$ cat src/rtl/mse_pkg.sv
// Shared constants, frame layout and FSM state type for the MSE serial slave.
package mse_pkg;

  localparam int unsigned DEF_ADDR_W = 7;
  localparam int unsigned DEF_DATA_W = 8;

  // Frame layout with default widths: R/W, address, turnaround, data (MSB first)
  localparam int unsigned FRAME_LEN = 2 + DEF_ADDR_W + DEF_DATA_W;
  localparam int unsigned ADDR_LAST = DEF_ADDR_W;
  localparam int unsigned TURN_BIT  = DEF_ADDR_W + 1;
  localparam int unsigned DATA_LAST = FRAME_LEN - 1;

  localparam logic RW_WRITE = 1'b0;
  localparam logic RW_READ  = 1'b1;

  typedef enum logic [2:0] {
    IDLE,
    ADDR,
    TURN,
    DATA,
    DONE
  } mse_state_e;

endpackage

$ cat src/rtl/mse_serial_slave_if.sv
// Serial link signals between the MSE host and the serial slave.
interface mse_serial_slave_if;

  logic mse_sdi;
  logic mse_sle;
  logic mse_sdo;
  logic mse_srdy;

  modport slave (
    input  mse_sdi,
    input  mse_sle,
    output mse_sdo,
    output mse_srdy
  );

  modport master (
    output mse_sdi,
    output mse_sle,
    input  mse_sdo,
    input  mse_srdy
  );

endinterface

$ cat src/rtl/mse_shift_reg.sv
// Shared shifter: parallel load, serial shift-in at the LSB, MSB tap out.
module mse_shift_reg #(
  parameter int unsigned W = 8
) (
  input  logic         clk,
  input  logic         rst_n,
  input  logic         load,
  input  logic [W-1:0] load_data,
  input  logic         shift,
  input  logic         sin,
  output logic [W-1:0] q,
  output logic         msb
);

  logic [W-1:0] q_q;
  logic [W-1:0] q_d;

  always_comb begin
    q_d = q_q;
    if (load) begin
      q_d = load_data;
    end else if (shift) begin
      q_d = W'({q_q, sin});
    end
  end

  always_ff @(posedge clk or negedge rst_n) begin
    if (!rst_n) begin
      q_q <= '0;
    end else begin
      q_q <= q_d;
    end
  end

  assign q   = q_q;
  assign msb = q_q[W-1];

endmodule

$ cat src/rtl/mse_serial_slave.sv
// MSE serial front end: decodes framed serial transactions into single-cycle
// register read/write strobes and returns read data serially.
module mse_serial_slave
  import mse_pkg::*;
#(
  parameter int unsigned ADDR_W = DEF_ADDR_W,
  parameter int unsigned DATA_W = DEF_DATA_W
) (
  input  logic                MSE_SCLK,
  input  logic                MSE_RESETN,
  mse_serial_slave_if.slave   link,
  output logic [ADDR_W-1:0]   reg_addr,
  output logic [DATA_W-1:0]   reg_wdata,
  output logic                reg_wr,
  output logic                reg_rd,
  input  logic [DATA_W-1:0]   reg_rdata,
  output logic [7:0]          err_cnt
);

  localparam int unsigned FLEN  = 2 + ADDR_W + DATA_W;
  localparam int unsigned CNT_W = $clog2(FLEN + 1);
  localparam logic [CNT_W-1:0] C_ADDR_LAST = CNT_W'(ADDR_W);
  localparam logic [CNT_W-1:0] C_DATA_LAST = CNT_W'(FLEN - 1);

  mse_state_e        state_q, state_d;
  logic [CNT_W-1:0]  cnt_q, cnt_d;
  logic              rw_q, rw_d;
  logic [ADDR_W-1:0] addr_q, addr_d;
  logic [DATA_W-1:0] wdata_q, wdata_d;
  logic              wr_q, wr_d;
  logic              rd_q, rd_d;
  logic              sdo_q, sdo_d;
  logic              srdy_q, srdy_d;
  logic [7:0]        err_q, err_d;

  logic              sh_load;
  logic              sh_shift;
  logic [DATA_W-1:0] sh_load_data;
  logic [DATA_W-1:0] sh_q;
  logic              sh_msb;
  logic              abort;

  // The read word is loaded pre-shifted by one: its MSB goes straight to
  // mse_sdo at the load edge, so the shifter MSB then holds the next bit.
  assign sh_load_data = DATA_W'({reg_rdata, 1'b0});

  mse_shift_reg #(
    .W (DATA_W)
  ) u_shift (
    .clk       (MSE_SCLK),
    .rst_n     (MSE_RESETN),
    .load      (sh_load),
    .load_data (sh_load_data),
    .shift     (sh_shift),
    .sin       (link.mse_sdi),
    .q         (sh_q),
    .msb       (sh_msb)
  );

  always_comb begin
    state_d  = state_q;
    cnt_d    = cnt_q;
    rw_d     = rw_q;
    addr_d   = addr_q;
    wdata_d  = wdata_q;
    err_d    = err_q;
    wr_d     = 1'b0;
    rd_d     = 1'b0;
    sdo_d    = 1'b0;
    sh_load  = 1'b0;
    sh_shift = 1'b0;
    abort    = 1'b0;

    case (state_q)
      IDLE: begin
        if (link.mse_sle) begin
          rw_d    = link.mse_sdi;
          cnt_d   = CNT_W'(1);
          state_d = ADDR;
        end
      end
      ADDR: begin
        if (!link.mse_sle) begin
          abort = 1'b1;
        end else begin
          sh_shift = 1'b1;
          cnt_d    = cnt_q + 1'b1;
          if (cnt_q == C_ADDR_LAST) begin
            addr_d  = ADDR_W'({sh_q, link.mse_sdi});
            rd_d    = (rw_q == RW_READ);
            state_d = TURN;
          end
        end
      end
      TURN: begin
        if (!link.mse_sle) begin
          abort = 1'b1;
        end else begin
          cnt_d   = cnt_q + 1'b1;
          state_d = DATA;
          if (rw_q == RW_READ) begin
            sh_load = 1'b1;
            sdo_d   = reg_rdata[DATA_W-1];
          end
        end
      end
      DATA: begin
        if (!link.mse_sle) begin
          abort = 1'b1;
        end else begin
          sh_shift = 1'b1;
          cnt_d    = cnt_q + 1'b1;
          if (rw_q == RW_READ && cnt_q != C_DATA_LAST) begin
            sdo_d = sh_msb;
          end
          if (cnt_q == C_DATA_LAST) begin
            if (rw_q == RW_WRITE) begin
              wdata_d = DATA_W'({sh_q, link.mse_sdi});
              wr_d    = 1'b1;
            end
            state_d = DONE;
          end
        end
      end
      DONE: begin
        if (!link.mse_sle) begin
          state_d = IDLE;
        end
      end
      default: state_d = IDLE;
    endcase

    if (abort) begin
      state_d = IDLE;
      if (err_q != '1) begin
        err_d = err_q + 1'b1;
      end
    end

    srdy_d = (state_d == IDLE);
  end

  always_ff @(posedge MSE_SCLK or negedge MSE_RESETN) begin
    if (!MSE_RESETN) begin
      state_q <= IDLE;
      cnt_q   <= '0;
      rw_q    <= 1'b0;
      addr_q  <= '0;
      wdata_q <= '0;
      wr_q    <= 1'b0;
      rd_q    <= 1'b0;
      sdo_q   <= 1'b0;
      srdy_q  <= 1'b1;
      err_q   <= '0;
    end else begin
      state_q <= state_d;
      cnt_q   <= cnt_d;
      rw_q    <= rw_d;
      addr_q  <= addr_d;
      wdata_q <= wdata_d;
      wr_q    <= wr_d;
      rd_q    <= rd_d;
      sdo_q   <= sdo_d;
      srdy_q  <= srdy_d;
      err_q   <= err_d;
    end
  end

  assign link.mse_sdo  = sdo_q;
  assign link.mse_srdy = srdy_q;
  assign reg_addr      = addr_q;
  assign reg_wdata     = wdata_q;
  assign reg_wr        = wr_q;
  assign reg_rd        = rd_q;
  assign err_cnt       = err_q;

endmodule

$ cat src/flat_wrapper.sv
// flat-port wrapper written by rule: the top's interface ports become plain ports
module mse_serial_slave_flat import mse_pkg::*;
#(
  parameter int unsigned ADDR_W = DEF_ADDR_W,
  parameter int unsigned DATA_W = DEF_DATA_W
)
  (MSE_SCLK, MSE_RESETN, reg_addr, reg_wdata, reg_wr, reg_rd, reg_rdata, err_cnt, link_mse_sdi, link_mse_sle, link_mse_sdo, link_mse_srdy);
  mse_serial_slave_if link_i ();
  input  logic MSE_SCLK;
  input  logic MSE_RESETN;
  output logic [ADDR_W-1:0] reg_addr;
  output logic [DATA_W-1:0] reg_wdata;
  output logic reg_wr;
  output logic reg_rd;
  input  logic [DATA_W-1:0] reg_rdata;
  output logic [7:0] err_cnt;
  input wire logic [$bits(link_i.mse_sdi)-1:0] link_mse_sdi;
  input wire logic [$bits(link_i.mse_sle)-1:0] link_mse_sle;
  output wire logic [$bits(link_i.mse_sdo)-1:0] link_mse_sdo;
  output wire logic [$bits(link_i.mse_srdy)-1:0] link_mse_srdy;
  assign link_i.mse_sdi = link_mse_sdi;
  assign link_i.mse_sle = link_mse_sle;
  assign link_mse_sdo = link_i.mse_sdo;
  assign link_mse_srdy = link_i.mse_srdy;
  mse_serial_slave #(.ADDR_W(ADDR_W), .DATA_W(DATA_W)) u_core (.MSE_SCLK(MSE_SCLK), .MSE_RESETN(MSE_RESETN), .link(link_i), .reg_addr(reg_addr), .reg_wdata(reg_wdata), .reg_wr(reg_wr), .reg_rd(reg_rd), .reg_rdata(reg_rdata), .err_cnt(err_cnt));
endmodule
$ cat config.mk
export PLATFORM = sky130hd
export DESIGN_NAME = mse_serial_slave_flat
export DESIGN_NICKNAME = d
export VERILOG_FILES = /design/src/rtl/mse_pkg.sv /design/src/rtl/mse_serial_slave_if.sv /design/src/rtl/mse_shift_reg.sv /design/src/rtl/mse_serial_slave.sv /design/src/flat_wrapper.sv
export SDC_FILE = /design/constraint.sdc
export NUM_CORES = 1
export LEC_CHECK = 0
export BUFFER_PORTS_ARGS = -buffer_cell sky130_fd_sc_hd__buf_2
export CORE_ASPECT_RATIO = 1.4
export CORE_MARGIN = 10
export CORE_UTILIZATION = 50
export CTS_BUF_LIST = sky130_fd_sc_hd__clkbuf_4 sky130_fd_sc_hd__clkbuf_8
export DETAILED_ROUTE_END_ITERATION = 10
export GPL_TIMING_DRIVEN = 0
export PLACE_DENSITY = 0.83
export SETUP_SLACK_MARGIN = 0.15
export SYNTH_ARGS = -nofsm -noshare
export SYNTH_HDL_FRONTEND = slang
export SYNTH_SLANG_ARGS = --single-unit
export TNS_END_PERCENT = 30
$ cat constraint.sdc
create_clock -name MSE_SCLK -period 2 [get_ports MSE_SCLK]
set_clock_uncertainty 0.1 [all_clocks]
set_input_delay 0.2 -clock MSE_SCLK [delete_from_list [all_inputs] [get_ports MSE_SCLK]]
set_output_delay 0.2 -clock MSE_SCLK [all_outputs]
set_load 0.005 [all_outputs]
==> results of run 1 <==
==> cells in the final DEF, fill, tap and decap left out, drive strengths merged, types with 4 or more instances in the layout <==
| cell type | count |
|---|---|
| buf | 45 |
| clkbuf | 9 |
| nor2 | 4 |
| nand2 | 20 |
| dfrtp | 43 |
| a21oi | 9 |
| nor3 | 4 |
| mux2 | 19 |
| nand3 | 6 |
| and3 | 8 |
| a221o | 5 |
| o21ai | 9 |
==> logic make-up (layout without fill, tap and decap cells) <==
logic type	Yosys count	count (layout)
simple gates	58	58
flops	44	44
compound gates	27	27
mux	22	22
buf+inv	7	59
fa+ha+maj	3	3
xor+xnor	3	3
==> sequential cells by signal (all words and copies together), names as in the netlist <==
name / count
u_core.err_cnt: 8
u_core.reg_wdata: 8
u_core.u_shift.q: 8
u_core.reg_addr: 7
u_core.cnt_q: 5
u_core.state_q: 3
u_core.link.mse_sdo: 1
u_core.link.mse_srdy: 1
u_core.reg_rd: 1
u_core.reg_wr: 1
u_core.rw_q: 1
==> worst min path at each step <==
stage / from / cells past startpoint / end
finish: reg_rdata[1] / 3 / u_core.u_shift.q[2]
detailed placement: MSE_RESETN / 1 / u_core.reg_wdata[6]
floorplan: MSE_RESETN / 0 / u_core.cnt_q[0]
global route: reg_rdata[1] / 3 / u_core.u_shift.q[2]
global placement: MSE_RESETN / 1 / u_core.reg_wdata[7]
CTS: reg_rdata[1] / 3 / u_core.u_shift.q[2]
==> layout make-up <==
| class | instances | area [um^2] | area share [%] |
|---|---|---|---|
| plain buffers | 5 | 27.53 | 1.139 |
| clock buffers | 6 | 76.32 | 3.159 |
| clock inverters | 2 | 35.03 | 1.450 |
| inverters | 2 | 7.507 | 0.3107 |
| well taps | 42 | 52.55 | 2.175 |
| multi-input cells | 113 | 869.6 | 35.99 |
| repair buffers | 44 | 244.0 | 10.10 |
| flip-flops and latches | 44 | 1104 | 45.68 |
==> cells in the mapped netlist <==
master / number / area (um^2)
a21boi_0: 1 / 7.510
a21o_1: 1 / 7.510
a21oi_1: 9 / 45.04
a221o_1: 5 / 50.05
a22oi_1: 1 / 7.510
and3_1: 8 / 50.05
and4_1: 1 / 8.760
and4bb_2: 1 / 12.51
buf_2: 2 / 10.01
clkbuf_1: 3 / 11.26
dfrtp_1: 43 / 1076
dfstp_2: 1 / 26.28
ha_1: 3 / 37.54
inv_1: 2 / 7.510
mux2_2: 19 / 214.0
mux2i_1: 3 / 30.03
nand2_1: 20 / 75.07
nand2b_1: 3 / 18.77
nand3_1: 6 / 30.03
nand3b_1: 1 / 7.510
nand4_1: 1 / 6.260
nand4b_1: 1 / 8.760
nor2_1: 3 / 11.26
nor2_2: 1 / 6.260
nor2b_1: 2 / 12.51
nor3_1: 4 / 20.02
nor3b_1: 2 / 15.01
nor4_1: 1 / 6.260
nor4_2: 1 / 12.51
nor4b_1: 1 / 8.760
o21a_1: 1 / 7.510
o21ai_0: 9 / 45.04
or4b_4: 1 / 13.76
xor2_1: 3 / 26.28
==> layer usage <==
| metal | vias up | GRT usage [%] | routed length (um) |
|---|---|---|---|
| li1 | 693 | - | - |
| met1 | 706 | 13.69 | 1811 |
| met2 | 37 | 22.90 | 2188 |
| met3 | 4 | 4.550 | 269 |
| met4 | 0 | 3.333 | 28 |
| met5 | - | 0 | 0 |
==> power groups by stage <==
| stage | logic [W] | registers [W] | clock network (W) |
|---|---|---|---|
| 2_1_floorplan | 0.000227 | 0.00118 | 0 |
| 3_3_place_gp | 0.000369 | 0.00120 | 0 |
| 5_1_grt | 0.000503 | 0.00122 | 0.000725 |
| 6_report | 0.000440 | 0.00119 | 0.000671 |
| 4_1_cts | 0.000425 | 0.00119 | 0.000688 |
| 3_5_place_dp | 0.000388 | 0.00121 | 0 |
==> worst max-delay path: stages, from the launching register on <==
cell and delay (ns):
dfrtp_1 0.39, inv_2 0.09, ha_4 0.12, and4bb_2 0.27, nand3_4 0.10, nor3b_4 0.24, buf_6 0.18, mux2_4 0.30
==> metrics by stage <==
| step | instance area [um^2] | setup WS, ns | hold slack [ns] |
|---|---|---|---|
| after floorplan | 1933 | 0.1537 | -0.1956 |
| after global placement | 2171 | -0.02721 | 0.2973 |
| after detailed placement | 2171 | -0.08781 | 0.2963 |
| after CTS | 2349 | 0.04664 | 0.01826 |
| after global routing | 2416 | 0.03320 | 0.01631 |
| final | 2416 | 0.09456 | 0.02503 |
==> what timing repair did <==
action,in CTS,in global routing
gates cloned,1,0
resized for setup,7,15
endpoints found under the hold margin,43,0
pin swaps,1,1
buffers inserted,4,1
endpoints found under the setup margin,9,20
hold buffers,1,0
==> impl_metrics.toml, run 1 <==
[finish]
post-route-util_pct = 65.73
syn2layout_area_growth_pct = 24.98
n_antenna_cell = 0
final_nets = 230
stdcell_count = 258
drive_gt1_share_pct = 39.35
n_fill_cell = 313

[placement]
dpl.hpwl_um = 3028
port_buffers = 37
routabilityCongestion = 0.7852
dp_cells = 243

[timing]
hold_viol_final = 0
period_needed_ns = 1.905
drv_slew = 0
finalSetupTns_ns = 0
fmax_ghz = 0.5248
tightest_slew_ns = 0.9613
finalSetupViolCount = 0
fin_crit_sh_pct = 95.27
max-slew-margin-rel_pct = 35.91
rsz0062_at_grt = "true"

[hold_path]
hold_class = "in -> reg"

[setup_path]
worstSetupStartpoint = "u_core.cnt_q[0]"
crit_path_end_kind = "register"
regToRegSetupSlack_ns = 0.09
crit_path_end = "u_core.reg_wdata[3]"
startpoint_type = "register"
crit_required_ns = 2.08
rr_startpoint = "u_core.cnt_q[0]"
rr_worst_depth = 7
r2r-end = "u_core.reg_wdata[3]"
crit_fanout = 5
path_class = "reg -> reg"
arrival_ns = 1.98

[cts]
ctsRootBufferMaster = "clkbuf_8"
cts_buffers = 5
clock_path_buffers = 2
cts.sink_count = 44
cts_tree = "built"
clk_pin_slew_ns = 0.08
htreeDepth = 2
clk_latency_ns = 0.29

[die]
die_width_um = 72.55
rows = 26
core_mm2 = 0.003676
dieArea_mm2 = 0.006789
start_util_pct = 52.59
die_y_um = 93.57
io_pins = 39

[detailed_routing]
route.vias.total = 1440
drc = 0
totalWireLength_um = 4297
drtPass1Iterations = 4
drt_iter0_drc = 86
antenna_left = 0
routed_via_density = 5.581
routedWlPerCell_um = 16.66

[logic_synthesis]
synth_fp_nets = 179
synth_area_mm2 = 0.001933
synth_warnings = 0
synth-seq-area-share_pct = 57.02
yosys.area_share.simple_pct = 16.76
synth.distinct_cells = 34
synth_compound_area_share_pct = 8.803
muxShareOfSynthArea_pct = 12.62
synth_xor_area_share_pct = 1.359
netlist_instances = 164
syn_area_per_cell_um2 = 11.79
ys_seq_elements = 44
synth_top_family_by_area = "simple AND/OR/NAND/NOR gates"
synthAdderAreaFrac_pct = 1.942

[power_and_ir_drop]
power.total_w = 0.002304
sequentialPowerShare_pct = 51.7
p_sw_share_pct = 28.37
pwr-share-comb_pct = 19.1
p_leak_nw = 1.233
p_int_w = 0.001650
ir_drop_mv = 0.7462
clockPowerShare_pct = 29.1
power.density_mw_per_mm2 = 953.6
switchingPower_w = 0.0006537

[global_routing]
grt_use_total_pct = 12.79
grt_max_degree = 45
antenna_found_initial = 0
grt_overflow = 0
grt_pass1_wl_um = 7044
grt_pass1_vias = 1509

[job]
cap_violations = 0

[run_status]
status = "finished clean"
Note: power is estimated with default switching activity, not from simulation.
==> run 2: changes to the inputs <==
--- a/config.mk
+++ b/config.mk
@@ -6,12 +6,13 @@
 export NUM_CORES = 1
 export LEC_CHECK = 0
 export BUFFER_PORTS_ARGS = -buffer_cell sky130_fd_sc_hd__buf_2
-export CORE_ASPECT_RATIO = 1.4
+export CORE_ASPECT_RATIO = 0.5
 export CORE_MARGIN = 10
 export CORE_UTILIZATION = 50
 export CTS_BUF_LIST = sky130_fd_sc_hd__clkbuf_4 sky130_fd_sc_hd__clkbuf_8
 export DETAILED_ROUTE_END_ITERATION = 10
 export GPL_TIMING_DRIVEN = 0
+export MAX_ROUTING_LAYER = met4
 export PLACE_DENSITY = 0.83
 export SETUP_SLACK_MARGIN = 0.15
 export SYNTH_ARGS = -nofsm -noshare
==> impl_metrics.toml, run 2 (same netlist as run 1, synthesis figures left out) <==
[power_and_ir_drop]
sequentialPowerShare_pct = 51.1
switchingPower_w = 0.0007026
power.density_mw_per_mm2 = 961.7
pwr-share-comb_pct = 20.0
p_sw_share_pct = 29.82
p_leak_nw = 1.238
p_int_w = 0.001653
clockPowerShare_pct = 28.8
ir_drop_mv = 0.4324

[die]
dieArea_mm2 = 0.006904
start_util_pct = 54.21
die_width_um = 107.9
core_mm2 = 0.003566
die_y_um = 63.97
rows = 15
io_pins = 39

[detailed_routing]
antenna_left = 0
drt_iter0_drc = 72
drtPass1Iterations = 4
drc = 0
routedWlPerCell_um = 17.78
routed_via_density = 5.697
totalWireLength_um = 4746
route.vias.total = 1521

[timing]
holdWs_ns = 0.002628
period_needed_ns = 1.956
fin_crit_sh_pct = 97.82
drv_slew = 0
finalSetupViolCount = 0
hold_viol_final = 0
tightest_slew_ns = 0.9363
finalSetupTns_ns = 0
fmax_ghz = 0.5111
max-slew-margin-rel_pct = 37.58
rsz0062_at_grt = "true"

[setup_path]
crit_required_ns = 2.08
crit_path_cell_trace = "inv_2, ha_4, and4bb_2, nand3_4, nor3b_4, buf_6, mux2_4"
startpoint_type = "register"
path_class = "reg -> reg"
crit_path_end_kind = "register"
arrival_ns = 2.04
cpLargestDelayFamily = "simple AND/OR/NAND/NOR gates"
slowest_stage = "dfrtp_1"
cp_slowest_stage_delay_ns = 0.41
crit_fanout = 5
critPathBufInv = 2

[cts]
cts.sink_count = 44
clock_path_buffers = 2
cts_tree = "built"
htreeDepth = 2
ctsRootBufferMaster = "clkbuf_8"
clk_pin_slew_ns = 0.08
clk_latency_ns = 0.30
cts_buffers = 5

[global_routing]
grt_pass1_vias = 1596
grt_overflow = 0
grt_pass1_wl_um = 7728
grt_use_total_pct = 14.42
grt_max_degree = 45
antenna_found_initial = 0

[finish]
final_nets = 230
layout_common_cells = "42 x dfrtp_1, 38 x buf_2, 19 x nand2_1"
stdcell_count = 267
drive_gt1_share_pct = 39.81
n_fill_cell = 243
final_common_cell = "dfrtp_1"
n_antenna_cell = 0
syn2layout_area_growth_pct = 26.73

[run_status]
status = "finished clean"

[job]
cap_violations = 0

[placement]
dpl.hpwl_um = 3106
routabilityCongestion = 0.8362
port_buffers = 37
dp_cells = 252

[hold_path]
hold_class = "in -> reg"
run 2: layout make-up:
type                            instances  area (um^2)  area share, %
Buffer                                  5        28.78          1.175
Clock buffer                            6        76.32          3.115
Clock inverter                          2        35.03          1.430
Inverter                                2        7.507         0.3064
Multi-Input combinational cell        113        888.4          36.26
Sequential cell                        44         1104          45.05
Tap cell                               51        63.81          2.605
Timing Repair Buffer                   44        246.5          10.06
run 2: path summary, 6_finish.rpt:
path / startpoint / to / slack (ns) / cells past startpoint
worst max-delay path: u_core.cnt_q[0] / u_core.reg_wdata[5] / 0.04 / 7
worst min-delay path: reg_rdata[6] / u_core.u_shift.q[7] / 0.003 / 3
worst max register to register: u_core.cnt_q[0] / u_core.reg_wdata[5] / 0.04 / 7
worst min register to register: u_core.reg_addr[5] / u_core.reg_addr[5] / 0.40 / 1
max in group asynchronous: MSE_RESETN / u_core.state_q[1] / 0.66 / 2
min in group asynchronous: MSE_RESETN / u_core.cnt_q[0] / 0.51 / 2
run 2: per-layer routing:
metal  GRT usage [%]  share of wire [%]  vias to the layer above
li1                -                  -                      697
met1           13.83                 39                      762
met2           26.43                 54                       53
met3           4.400                5.5                        9
met4           6.291                1.7                        0
met5               -                  0                        -
run 2: power groups by stage:
| stage | Combinational (W) | Sequential [W] | Clock (W) |
|---|---|---|---|
| 2_1_floorplan | 0.000227 | 0.00118 | 0 |
| 5_1_grt | 0.000527 | 0.00123 | 0.000726 |
| 3_3_place_gp | 0.000372 | 0.00119 | 0 |
| 6_report | 0.000472 | 0.00120 | 0.000679 |
| 3_5_place_dp | 0.000397 | 0.00120 | 0 |
| 4_1_cts | 0.000448 | 0.00119 | 0.000679 |
run 2: metrics by stage:
step                power (W)  utilization, %  cell area [um^2]  worst slack (ns)
finish               0.002356           68.70              2450           0.04358
global route         0.002484           68.70              2450          -0.03713
CTS                  0.002314           66.53              2372          0.002777
detailed placement   0.001598           61.19              2182          -0.06865
global placement     0.001564           61.19              2182        -0.0009930
floorplan            0.001404               -              1933            0.1537
run 2: worst min-delay path, delay by kind of cell:
family,cells,cell delay [ns]
compound gates,1,0.06
buf+inv,1,0.07
simple gates,1,0.03
run 2: timing repair:
action / CTS / global route
resized for setup: 12 / 16
hold buffers: 1 / 1
setup buffers: 3 / 1
pin swaps: 2 / 1
endpoints found under the hold margin: 43 / 1
setup endpoints to repair: 17 / 22
gates cloned: 1 / 0
==> run 3: changes to the inputs <==
--- a/config.mk
+++ b/config.mk
@@ -6,6 +6,7 @@
 export NUM_CORES = 1
 export LEC_CHECK = 0
 export BUFFER_PORTS_ARGS = -buffer_cell sky130_fd_sc_hd__buf_2
+export CAP_MARGIN = 20
 export CORE_ASPECT_RATIO = 0.5
 export CORE_MARGIN = 10
 export CORE_UTILIZATION = 50
@@ -13,7 +14,7 @@
 export DETAILED_ROUTE_END_ITERATION = 10
 export GPL_TIMING_DRIVEN = 0
 export MAX_ROUTING_LAYER = met4
-export PLACE_DENSITY = 0.83
+export PLACE_DENSITY = 0.75
 export SETUP_SLACK_MARGIN = 0.15
 export SYNTH_ARGS = -nofsm -noshare
 export SYNTH_HDL_FRONTEND = slang
==> impl_metrics.toml, run 3 (same netlist as run 1, synthesis figures left out) <==
[finish]
final_common_cell = "dfrtp_1"
n_antenna_cell = 0
layout_common_cells = "42 x dfrtp_1, 38 x buf_2, 20 x nand2_1"
n_fill_cell = 271
syn2layout_area_growth_pct = 25.24
drive_gt1_share_pct = 38.89
final_nets = 230
post-route-util_pct = 67.89

[detailed_routing]
antenna_left = 0
routedWlPerCell_um = 15.73
totalWireLength_um = 4200
drt_iter0_drc = 77
drtPass1Iterations = 4
routed_via_density = 5.382
drc = 0
route.vias.total = 1437

[cts]
clock_path_buffers = 2
cts.sink_count = 44
clk_latency_ns = 0.30
cts_buffers = 5
htreeDepth = 2
ctsRootBufferMaster = "clkbuf_8"
cts_tree = "built"
clk_pin_slew_ns = 0.09

[power_and_ir_drop]
switchingPower_w = 0.0006640
ir_drop_mv = 0.5402
power.density_mw_per_mm2 = 961.2
p_int_w = 0.001663
p_sw_share_pct = 28.53
pwr-share-comb_pct = 18.2
sequentialPowerShare_pct = 51.2
clockPowerShare_pct = 30.6
p_leak_nw = 1.234

[global_routing]
grt_pass1_vias = 1508
grt_max_degree = 45
grt_overflow = 0
antenna_found_initial = 0
grt_use_total_pct = 12.78
grt_pass1_wl_um = 6989

[placement]
dpl.hpwl_um = 2884
routabilityCongestion = 0.8495
port_buffers = 37

[run_status]
status = "finished clean"

[timing]
finalSetupTns_ns = 0
fin_crit_sh_pct = 95.01
holdWs_ns = 0.004289
rsz0062_at_grt = "true"
period_needed_ns = 1.900
tightest_slew_ns = 0.9380
drv_slew = 0
finalSetupViolCount = 0
max-slew-margin-rel_pct = 37.47
fmax_ghz = 0.5263
hold_viol_final = 0

[setup_path]
arrival_ns = 1.98
crit_path_end_kind = "register"
regToRegSetupSlack_ns = 0.1
path_class = "reg -> reg"
crit_fanout = 5
crit_required_ns = 2.08
startpoint_type = "register"

[hold_path]
hold_class = "in -> reg"

[job]
cap_violations = 0

[die]
io_pins = 39
start_util_pct = 54.21
die_y_um = 63.97
die_width_um = 107.9
dieArea_mm2 = 0.006904
core_mm2 = 0.003566
rows = 15
-- run 3: power groups by stage --
| stage | Sequential [W] | Combinational (W) | Clock [W] |
|---|---|---|---|
| after floorplan | 0.00118 | 0.000227 | 0 |
| after global placement | 0.00120 | 0.000374 | 0 |
| after detailed placement | 0.00120 | 0.000388 | 0 |
| after CTS | 0.00119 | 0.000419 | 0.000720 |
| after global routing | 0.00122 | 0.000482 | 0.000766 |
| final | 0.00119 | 0.000423 | 0.000712 |
-- run 3: metrics by stage --
stage	cells	power (W)	cell area [um^2]	worst slack, ns
after floorplan	164	0.001404	1933	0.1537
after global placement	252	0.001569	2182	0.001731
after detailed placement	252	0.001591	2182	-0.03273
after CTS	265	0.002326	2365	0.08135
after global routing	267	0.002467	2421	0.01139
final	267	0.002327	2421	0.09977
-- run 3: metal layers --
layer / global-route usage, % / part of all wire, % / up-vias
met5: - / 0 / -
met4: 4.470 / 1.4 / 0
met3: 4.300 / 5.9 / 7
met2: 21.46 / 49 / 29
met1: 13.96 / 44 / 703
li1: - / - / 698
-- run 3: area by class of cell --
cell class	instances	area, um^2	share of cell area, %
sequential	44	1104	45.58
buffer	5	27.53	1.137
tap	51	63.81	2.636
inverter	2	7.507	0.3101
timing repair buffer	44	244.0	10.08
multi-input combinational	113	853.3	35.25
clock inverter	2	38.79	1.602
clock buffer	6	82.58	3.411
-- run 3: final timing paths --
kind / cells past startpoint / start / end
hold / removal: 3 / reg_rdata[6] / u_core.u_shift.q[7]
max in group asynchronous: 2 / MSE_RESETN / u_core.state_q[1]
min in group asynchronous: 2 / MSE_RESETN / u_core.cnt_q[0]
hold reg to reg: 1 / u_core.reg_addr[5] / u_core.reg_addr[5]
setup / recovery: 7 / u_core.cnt_q[0] / u_core.reg_wdata[0]
setup reg to reg: 7 / u_core.cnt_q[0] / u_core.reg_wdata[0]
-- run 3: what timing repair did --
item                                   in CTS  in global routing
gates resized for setup                     9                 10
buffers inserted                            3                  2
pin swaps                                   1                  1
gates cloned                                1                  0
setup endpoints to repair                   9                 19
endpoints found under the hold margin      43                  0
hold buffers                                1                  0
-- run 3: worst max-delay path, cell delays in order (launching register included) --
cell	delay [ns]
dfrtp_1	0.40
inv_2	0.07
ha_1	0.13
and4bb_2	0.28
nand3_4	0.09
nor3b_4	0.25
buf_6	0.18
mux2_4	0.30
